**config.mk**
```make
export PLATFORM = sky130hd
export DESIGN_NAME = kbd_event_decoder
export DESIGN_NICKNAME = d
export VERILOG_FILES = /design/src/rtl/kbd_event_decoder.sv
export SDC_FILE = /design/constraint.sdc
export NUM_CORES = 1
export LEC_CHECK = 0
export BUFFER_PORTS_ARGS = -buffer_cell sky130_fd_sc_hd__buf_2
export CORE_MARGIN = 5
export CORE_UTILIZATION = 30
export DETAILED_ROUTE_END_ITERATION = 7
export SYNTH_ARGS = -nofsm -noshare
export SYNTH_HDL_FRONTEND = slang
export SYNTH_SLANG_ARGS = --single-unit
```
**constraint.sdc**
```tcl
create_clock -name clk -period 2.2 [get_ports clk]
set_clock_uncertainty 0.15 [all_clocks]
set_input_delay 0.22 -clock clk [delete_from_list [all_inputs] [get_ports clk]]
set_output_delay 0.22 -clock clk [all_outputs]
set_load 0.01 [all_outputs]
```
**src/rtl/kbd_event_decoder.sv**
```systemverilog
// ---------------------------------------------------------------------------
// kbd_event_decoder
//
// Turns raw PS/2 scancode bytes from the keyboard receiver FIFO into key
// events. E0 (extended) and F0 (break) prefixes are folded into the event
// that follows them. Typematic repeats are flagged. Modifier and Caps Lock
// state are tracked.
//
// Each byte is handled in three clocks: sample/decode, pop, settle gap.
//
// Ports
//   clk            in   system clock
//   clrn           in   synchronous active-low reset
//   kb_data[7:0]   in   FIFO head byte, valid while kb_ready=1
//   kb_ready       in   FIFO non-empty
//   kb_nextdata_n  out  active-low FIFO pop strobe, one cycle wide
//   key_valid      out  one-cycle event strobe
//   key_code[7:0]  out  scancode of the event, with prefixes stripped
//   key_ext        out  event was E0-prefixed
//   key_release    out  event is a break (F0-prefixed)
//   key_repeat     out  make of the key that is already held (typematic)
//   key_held       out  a non-modifier key is currently held
//   shift/ctrl/alt out  modifier held (left OR right)
//   caps_lock      out  Caps Lock toggle state
//   press_count    out  count of non-repeat makes of non-modifier keys
// ---------------------------------------------------------------------------
module kbd_event_decoder #(
   parameter int CNT_W = 8
) (
   input  logic             clk,
   input  logic             clrn,
   input  logic [7:0]       kb_data,
   input  logic             kb_ready,
   output logic             kb_nextdata_n,
   output logic             key_valid,
   output logic [7:0]       key_code,
   output logic             key_ext,
   output logic             key_release,
   output logic             key_repeat,
   output logic             key_held,
   output logic             shift,
   output logic             ctrl,
   output logic             alt,
   output logic             caps_lock,
   output logic [CNT_W-1:0] press_count
);

   typedef enum logic [1:0] {IDLE, POP, GAP} state_t;

   // Keys are identified as {ext, code}.
   localparam logic [8:0] K_LSHIFT = 9'h012;
   localparam logic [8:0] K_RSHIFT = 9'h059;
   localparam logic [8:0] K_LCTRL  = 9'h014;
   localparam logic [8:0] K_RCTRL  = 9'h114;
   localparam logic [8:0] K_LALT   = 9'h011;
   localparam logic [8:0] K_RALT   = 9'h111;
   localparam logic [8:0] K_CAPS   = 9'h058;

   state_t           state_q, state_d;
   logic             pop_n_q, pop_n_d;
   logic             valid_q, valid_d;
   logic [7:0]       code_q, code_d;
   logic             ext_q, ext_d;
   logic             rel_q, rel_d;
   logic             rep_q, rep_d;
   logic             ext_pend_q, ext_pend_d;
   logic             brk_pend_q, brk_pend_d;
   logic             held_q, held_d;
   logic [8:0]       held_key_q, held_key_d;
   logic             lshift_q, lshift_d;
   logic             rshift_q, rshift_d;
   logic             lctrl_q, lctrl_d;
   logic             rctrl_q, rctrl_d;
   logic             lalt_q, lalt_d;
   logic             ralt_q, ralt_d;
   logic             caps_q, caps_d;
   logic [CNT_W-1:0] cnt_q, cnt_d;

   logic [8:0]       key9;
   logic             is_mod;
   logic             held_match;

   assign key9       = {ext_pend_q, kb_data};
   assign is_mod     = (key9 == K_LSHIFT) || (key9 == K_RSHIFT) ||
                       (key9 == K_LCTRL)  || (key9 == K_RCTRL)  ||
                       (key9 == K_LALT)   || (key9 == K_RALT);
   assign held_match = held_q && (held_key_q == key9);

   always_comb begin
      state_d    = state_q;
      pop_n_d    = pop_n_q;
      valid_d    = valid_q;
      code_d     = code_q;
      ext_d      = ext_q;
      rel_d      = rel_q;
      rep_d      = rep_q;
      ext_pend_d = ext_pend_q;
      brk_pend_d = brk_pend_q;
      held_d     = held_q;
      held_key_d = held_key_q;
      lshift_d   = lshift_q;
      rshift_d   = rshift_q;
      lctrl_d    = lctrl_q;
      rctrl_d    = rctrl_q;
      lalt_d     = lalt_q;
      ralt_d     = ralt_q;
      caps_d     = caps_q;
      cnt_d      = cnt_q;

      case (state_q)
         IDLE: begin
            pop_n_d = 1'b1;
            if (kb_ready) begin
               pop_n_d = 1'b0;
               state_d = POP;
               case (kb_data)
                  8'hE0: ext_pend_d = 1'b1;
                  8'hF0: brk_pend_d = 1'b1;
                  // Receiver error/overrun: drop any half-built sequence.
                  8'h00, 8'hFF: begin
                     ext_pend_d = 1'b0;
                     brk_pend_d = 1'b0;
                  end
                  default: begin
                     valid_d    = 1'b1;
                     code_d     = kb_data;
                     ext_d      = ext_pend_q;
                     rel_d      = brk_pend_q;
                     rep_d      = 1'b0;
                     ext_pend_d = 1'b0;
                     brk_pend_d = 1'b0;
                     if (is_mod) begin
                        // Make sets, break clears; modifiers never touch
                        // the held record or the press counter.
                        case (key9)
                           K_LSHIFT: lshift_d = ~brk_pend_q;
                           K_RSHIFT: rshift_d = ~brk_pend_q;
                           K_LCTRL:  lctrl_d  = ~brk_pend_q;
                           K_RCTRL:  rctrl_d  = ~brk_pend_q;
                           K_LALT:   lalt_d   = ~brk_pend_q;
                           K_RALT:   ralt_d   = ~brk_pend_q;
                           default:  ;
                        endcase
                     end else if (!brk_pend_q) begin
                        if (held_match) begin
                           rep_d = 1'b1;
                        end else begin
                           held_d     = 1'b1;
                           held_key_d = key9;
                           cnt_d      = cnt_q + 1'b1;
                           if (key9 == K_CAPS) begin
                              caps_d = ~caps_q;
                           end
                        end
                     end else if (held_match) begin
                        // A break for some other key leaves the record alone.
                        held_d = 1'b0;
                     end
                  end
               endcase
            end
         end
         POP: begin
            pop_n_d = 1'b1;
            valid_d = 1'b0;
            state_d = GAP;
         end
         GAP: begin
            // One settle cycle for the FIFO read pointer; kb_ready ignored.
            state_d = IDLE;
         end
         default: state_d = IDLE;
      endcase
   end

   always_ff @(posedge clk) begin
      if (!clrn) begin
         state_q    <= IDLE;
         pop_n_q    <= 1'b1;
         valid_q    <= 1'b0;
         code_q     <= 8'h00;
         ext_q      <= 1'b0;
         rel_q      <= 1'b0;
         rep_q      <= 1'b0;
         ext_pend_q <= 1'b0;
         brk_pend_q <= 1'b0;
         held_q     <= 1'b0;
         held_key_q <= 9'h000;
         lshift_q   <= 1'b0;
         rshift_q   <= 1'b0;
         lctrl_q    <= 1'b0;
         rctrl_q    <= 1'b0;
         lalt_q     <= 1'b0;
         ralt_q     <= 1'b0;
         caps_q     <= 1'b0;
         cnt_q      <= '0;
      end else begin
         state_q    <= state_d;
         pop_n_q    <= pop_n_d;
         valid_q    <= valid_d;
         code_q     <= code_d;
         ext_q      <= ext_d;
         rel_q      <= rel_d;
         rep_q      <= rep_d;
         ext_pend_q <= ext_pend_d;
         brk_pend_q <= brk_pend_d;
         held_q     <= held_d;
         held_key_q <= held_key_d;
         lshift_q   <= lshift_d;
         rshift_q   <= rshift_d;
         lctrl_q    <= lctrl_d;
         rctrl_q    <= rctrl_d;
         lalt_q     <= lalt_d;
         ralt_q     <= ralt_d;
         caps_q     <= caps_d;
         cnt_q      <= cnt_d;
      end
   end

   assign kb_nextdata_n = pop_n_q;
   assign key_valid     = valid_q;
   assign key_code      = code_q;
   assign key_ext       = ext_q;
   assign key_release   = rel_q;
   assign key_repeat    = rep_q;
   assign key_held      = held_q;
   assign shift         = lshift_q | rshift_q;
   assign ctrl          = lctrl_q | rctrl_q;
   assign alt           = lalt_q | ralt_q;
   assign caps_lock     = caps_q;
   assign press_count   = cnt_q;

endmodule

```
* Word level (Yosys, flattened, before mapping)
Cells that the tools add are included.
** Word-level totals
- Word-level logic and storage cells :: 84
- Register bits after elaboration :: 42
- Output and inout bits :: 26
- Input bits :: 11
** Operators by class
- Equal/unequal tests :: 16
- Mux-type cells :: 15
- Add/subtract/negate cells :: 1
- Bitwise operators :: 10
- Reductions and logical operators :: 23
** Operators with widths (number)
- $reduce_and 5->1 :: 6
- $eq 9x5->1 const B :: 3
- $eq 8x8->1 const B :: 3
- $eq 9x7->1 const B :: 2
- $eq 9x9->1 const B :: 2
- $reduce_and 3->1 :: 4
- $reduce_and 6->1 :: 2
- $eq 9x9->1 :: 1
- $mux 1 :: 9
- $add 8x1->8 const B :: 1
- $logic_not 8->1 :: 1
- $pmux 1 s2 :: 4
- $not 1->1 :: 7
- $reduce_and 7->1 :: 1
- $ne 2x2->1 const B :: 3
- $logic_or 1x1->1 :: 5
- $pmux 2 s2 :: 1
- $reduce_or 4->1 :: 1
- $or 1x1->1 :: 3
- $eq 2x1->1 const B :: 1
- $logic_not 2->1 :: 1
- $mux 2 :: 1
- $ne 2x1->1 const B :: 1
- $reduce_bool 2->1 :: 1
- $logic_and 1x1->1 :: 1

* Longest topological paths before layout
- Word-level depth :: 8
- Gate-level depth with buffers :: 9
- Depth with buffers taken out :: 6

* Worst setup path before layout
No wires, ideal clock.
- Path kind :: input-to-reg
- Start :: input kb_data[6]
- End :: register held_key_q[6]
- Cell stages on the path :: 9
- Data arrival time :: 1.904 ns
- Setup time :: 0.067 ns
- Setup slack :: 0.079 ns
- Buffers on the path :: 3
- Required time :: 1.983 ns
- Path through :: buf_6 -> or4b_4 -> or2_1 -> o31a_1 -> nand4_4 -> buf_8 -> buf_12 -> nand3_1 -> o21ai_2
** On the way
- Cells in the longest elaborated chain, start to end :: 8
- Elaborated cells between the ends (all ways) :: 22
- Classes of those cells :: eq/ne: 10; bitwise: 3; reduce/logical: 9
** RTL lines
- start: declaration :: RTL line 32 : input logic [7:0] kb_data,
- $eq 9x5->1 or $eq 9x7->1 (tied branches) :: RTL line 84 : assign is_mod = (key9 == K_LSHIFT) || (key9 == K_RSHIFT) ||
- $logic_or 1x1->1 (2 in a row) :: RTL line 84
- $logic_or 1x1->1 (2 in a row) :: RTL line 85 : (key9 == K_LCTRL) || (key9 == K_RCTRL) ||
- $logic_or 1x1->1 :: RTL line 86 : (key9 == K_LALT) || (key9 == K_RALT);
- $not 1->1 (no line)
- $reduce_and 6->1 (no line)
- end signal: assignment :: RTL line 208 : held_key_q <= held_key_d;
- end: declaration :: RTL line 69 : logic [8:0] held_key_q, held_key_d;
Several ways; a longest one is shown, not always the timed one.
A chain may end at the register's enable or synchronous reset.

* Worst setup path in the final report
- Start :: register ext_pend_q
- End :: register cnt_q[4] (netlist: press_count[4])
** On the way
- Cells in the longest elaborated chain, start to end :: 8
- Elaborated cells between the ends (all ways) :: 16
- Classes of those cells :: eq/ne: 7; bitwise: 2; reduce/logical: 7
** RTL lines
- start: declaration :: RTL line 66 : logic ext_pend_q, ext_pend_d;
- start signal: assignment :: RTL line 205 : ext_pend_q <= ext_pend_d;
- $eq 9x5->1 or $eq 9x7->1 (tied branches) :: RTL line 84
- $logic_or 1x1->1 (2 in a row) :: RTL line 84
- $logic_or 1x1->1 (2 in a row) :: RTL line 85
- $logic_or 1x1->1 :: RTL line 86
- $not 1->1 (no line)
- $reduce_and 6->1 (no line) *
- end signal: assignment :: RTL line 216 : cnt_q <= cnt_d;
- end: declaration :: RTL line 77 : logic [CNT_W-1:0] cnt_q, cnt_d;
Mark *: on every way between the ends. The rest lies on a longest branch, timed or not.

==> flow_metrics.env <==
export IMPL_crit_family="simple AND/OR/NAND/NOR gates"
export IMPL_drc_errors=0
export IMPL_pin_count=37
export IMPL_outcome="completed"
export IMPL_clk_latency_ps=300
export IMPL_via_per_inst=5.00
export IMPL_first_iter_violations=75
export IMPL_clkPwrFrac_pct=31.9
export IMPL_numCtsBuffers=5
export IMPL_cp_arrival_ps=2180
export IMPL_end_kind="register"
export IMPL_core_area_mm2=0.00642
export IMPL_drive_above_1_share_pct=35.8
export IMPL_clk_pin_slew_ps=80
export IMPL_die_area_mm2=0.00840
export IMPL_cp_startpoint="ext_pend_q$_SDFFE_PN0P_"
export IMPL_rsz0062_at_grt="yes"
export IMPL_grt_overflow=0
export IMPL_start_util_pct=31.1
export IMPL_drt_wirelength_per_cell_um=13.9
export IMPL_reg2reg_from="ext_pend_q$_SDFFE_PN0P_"
export IMPL_synth_ff_type="dfxtp_1"
export IMPL_dpl_hpwl_mm=3.56
export IMPL_antenna_found_initial=0
export IMPL_crit_buf_inv=3
export IMPL_syn_nets=232
export IMPL_layout_nets=290
export IMPL_power_frac_seq_pct=50.9
export IMPL_slew_viol_final=0
export IMPL_hold_buffers=0
export IMPL_synth_seq_cells=42
export IMPL_criticalPathCategory="reg2reg"
export IMPL_rows=29
export IMPL_syn_inst=220
export IMPL_vdd_drop_max_mv=0.424
export IMPL_hp_class="in2reg"
export IMPL_ys_async_sr_fraction_pct=0
export IMPL_p_leak_nw=1.09
export IMPL_dr_pass1_iters=4
export IMPL_n_antenna_cell=0
export IMPL_post_place_ws_ps=-67.8
export IMPL_power_frac_comb_pct=17.2
export IMPL_crit_path_start_kind="register"
export IMPL_cts_tree="done"
export IMPL_htree_num_levels=2
export IMPL_synthDistinctLibCells=44
export IMPL_grt_usage_pct=11.8
export IMPL_p_switching_mw=0.432
export IMPL_syn_cell_area_mm2=0.00200
export IMPL_synth_most_common_cell="dfxtp_1"
export IMPL_max_cap_viol_count=0
export IMPL_ant_nets=0
export IMPL_die_h_um=91.6
export IMPL_grt_pass1_vias=1661
export IMPL_max_slew_margin_pct=52.0
export IMPL_clock_fmax_mhz=475
export IMPL_cp_required_ps=2270
export IMPL_clockBufferDepth=2
export IMPL_ys_seq_area_share_pct=42.1
export IMPL_grt_max_degree=22
export IMPL_die_x_um=91.6
export IMPL_crit_path_max_incr_delay_ps=370
export IMPL_critPathSlowestCell="dfxtp_4"
export IMPL_gp_congestion=0.842
export IMPL_fin_cells=356
export IMPL_drt_total_wl_mm=4.96
export IMPL_synth_top_cells_by_count="42 x dfxtp_1, 18 x nand3_1, 16 x nand2_1, 15 x nor2_1"
export IMPL_synthTopCellsByArea="dfxtp_1 42%, mux2i_1 5.5%, nand3_1 4.5%, o21ai_2 3.9%, xor2_1 3.9%"
export IMPL_internal_power_mw=1.18
export IMPL_path_cells="buf_6 > nor2_1 > mux2i_1 > o31a_1 > nand4_4 > buf_12 > buf_4 > or3_1 > a21oi_1"
export IMPL_setup_viol=0
export IMPL_crit_fanout=7
export IMPL_final_setup_worst_slack_ps=94.7
export IMPL_p_per_area_mw_per_mm2=629
export IMPL_fin_crit_ps=2110
export IMPL_worst_slew_pin_slew_ps=719
export IMPL_synth_top_area_cell="dfxtp_1"
export IMPL_ys_warnings_count=0
export IMPL_finalCritPeriodShare_pct=95.7
export IMPL_vias=1781
export IMPL_hold_start="kb_data[6]"
export IMPL_switching_share_pct=26.9
export IMPL_portBuffers=36
export IMPL_syn2layout_area_growth_pct=27.9
export IMPL_avgSynthCellArea_um2=9.09
export IMPL_cts_sinks=42
export IMPL_cts_root_buf="clkbuf_8"
export IMPL_dp_cells=343
export IMPL_grt_pass1_wl_mm=7.97
export IMPL_final_hold_viol_count=0
export IMPL_synth_edf_count=0
export IMPL_synth_top_cell_area_share_pct=42.1
## worst paths after layout
check,endpoint,slack (ps),cells after the start
max reg2reg,press_count[4]$_SDFFE_PN0P_,90,9
min,held_key_q[6]$_SDFFE_PN0P_,90,3
min reg2reg,rctrl_q$_SDFFE_PN0P_,320,2
max,press_count[4]$_SDFFE_PN0P_,90,9
## cell type report
| type | count | area, um^2 |
|---|---|---|
| Multi-Input combinational cell | 156 | 1050 |
| Inverter | 6 | 22.5 |
| Clock buffer | 7 | 86.3 |
| Fill cell | 655 | 3860 |
| Sequential cell | 42 | 845 |
| Tap cell | 77 | 96.3 |
| Timing Repair Buffer | 67 | 450 |
| Clock inverter | 1 | 5.00 |
## repair_timing
| item | 4_1_cts | 5_1_grt |
|---|---|---|
| resized for setup | 0 | 10 |
| buffers inserted | 0 | 4 |
| setup endpoints to repair | 0 | 3 |
## routing by layer
metal	up-vias	routed length, um	track usage (%)
met5	-	0	0
met4	0	85	4.65
met2	50	2140	18.1
li1	906	-	-
met1	817	2460	15.6
met3	8	283	3.52
## registers in the layout, indices dropped and copies added, names as in the netlist
signal	flops
brk_pend_q	1
caps_lock	1
ext_pend_q	1
held_key_q	9
kb_nextdata_n	1
key_code	8
key_ext	1
key_held	1
key_release	1
key_repeat	1
key_valid	1
lalt_q	1
lctrl_q	1
lshift_q	1
press_count	8
ralt_q	1
rctrl_q	1
rshift_q	1
state_q	2
## placed cells by master (no fill, tap or decap), drive strengths merged, types with 2 or more instances in the layout
master  netlist  routed
or4           4       4
or2           5       5
nand2        16      16
o211ai        3       3
mux2i        11      11
nor2         15      15
o31ai         5       5
buf          11      66
o21ai        21      21
nor4b         3       3
clkbuf        5       8
nor3          4       4
xor2          9       9
a21oi        11      11
inv           6       6
nor2b         3       3
nor4          2       2
dfxtp        42      42
nand3        19      19
or3           6       6
nand4         4       4
nor3b         2       2
## worst register-to-register path: cells and delay by family (launching register included)
family / cells / cell delay [ps]
and+or+nand+nor: 3 / 550
DFF: 1 / 370
muxes: 1 / 170
AOI/OAI and AO/OA: 2 / 390
buffers and inverters: 3 / 410
## power by group through the flow
stage / Sequential [mW] / Combinational (mW) / Clock, mW
floorplan: 0.843 / 0.159 / 0
global placement: 0.836 / 0.253 / 0
detailed placement: 0.837 / 0.256 / 0
CTS: 0.819 / 0.257 / 0.529
global route: 0.824 / 0.303 / 0.570
finish: 0.819 / 0.277 / 0.513
## logic make-up after synthesis
kind of cell             Yosys count  synth area share [%]
XOR/XNOR                          10                  4.38
flip-flops                        42                  42.1
multiplexers                      11                  5.51
AO/OA/AOI/OAI                     45                  15.0
AND/OR/NAND/NOR                   89                  25.6
adder cells (fa/ha/maj)            1                 0.626
buffers and inverters             22                  6.88
## stage by stage
step	cell area (um^2)	power [mW]	setup TNS (ps)	util, %	hold WS (ps)
after floorplan	2000	1.00	0	-	211
after global placement	2370	1.09	-160	37.0	301
after detailed placement	2370	1.09	-782	37.0	306
after CTS	2470	1.60	0	38.4	79.1
after global routing	2560	1.70	-40.4	39.8	88.0
final	2560	1.61	0	39.8	90.7
Power figures use the tool's default switching activity.
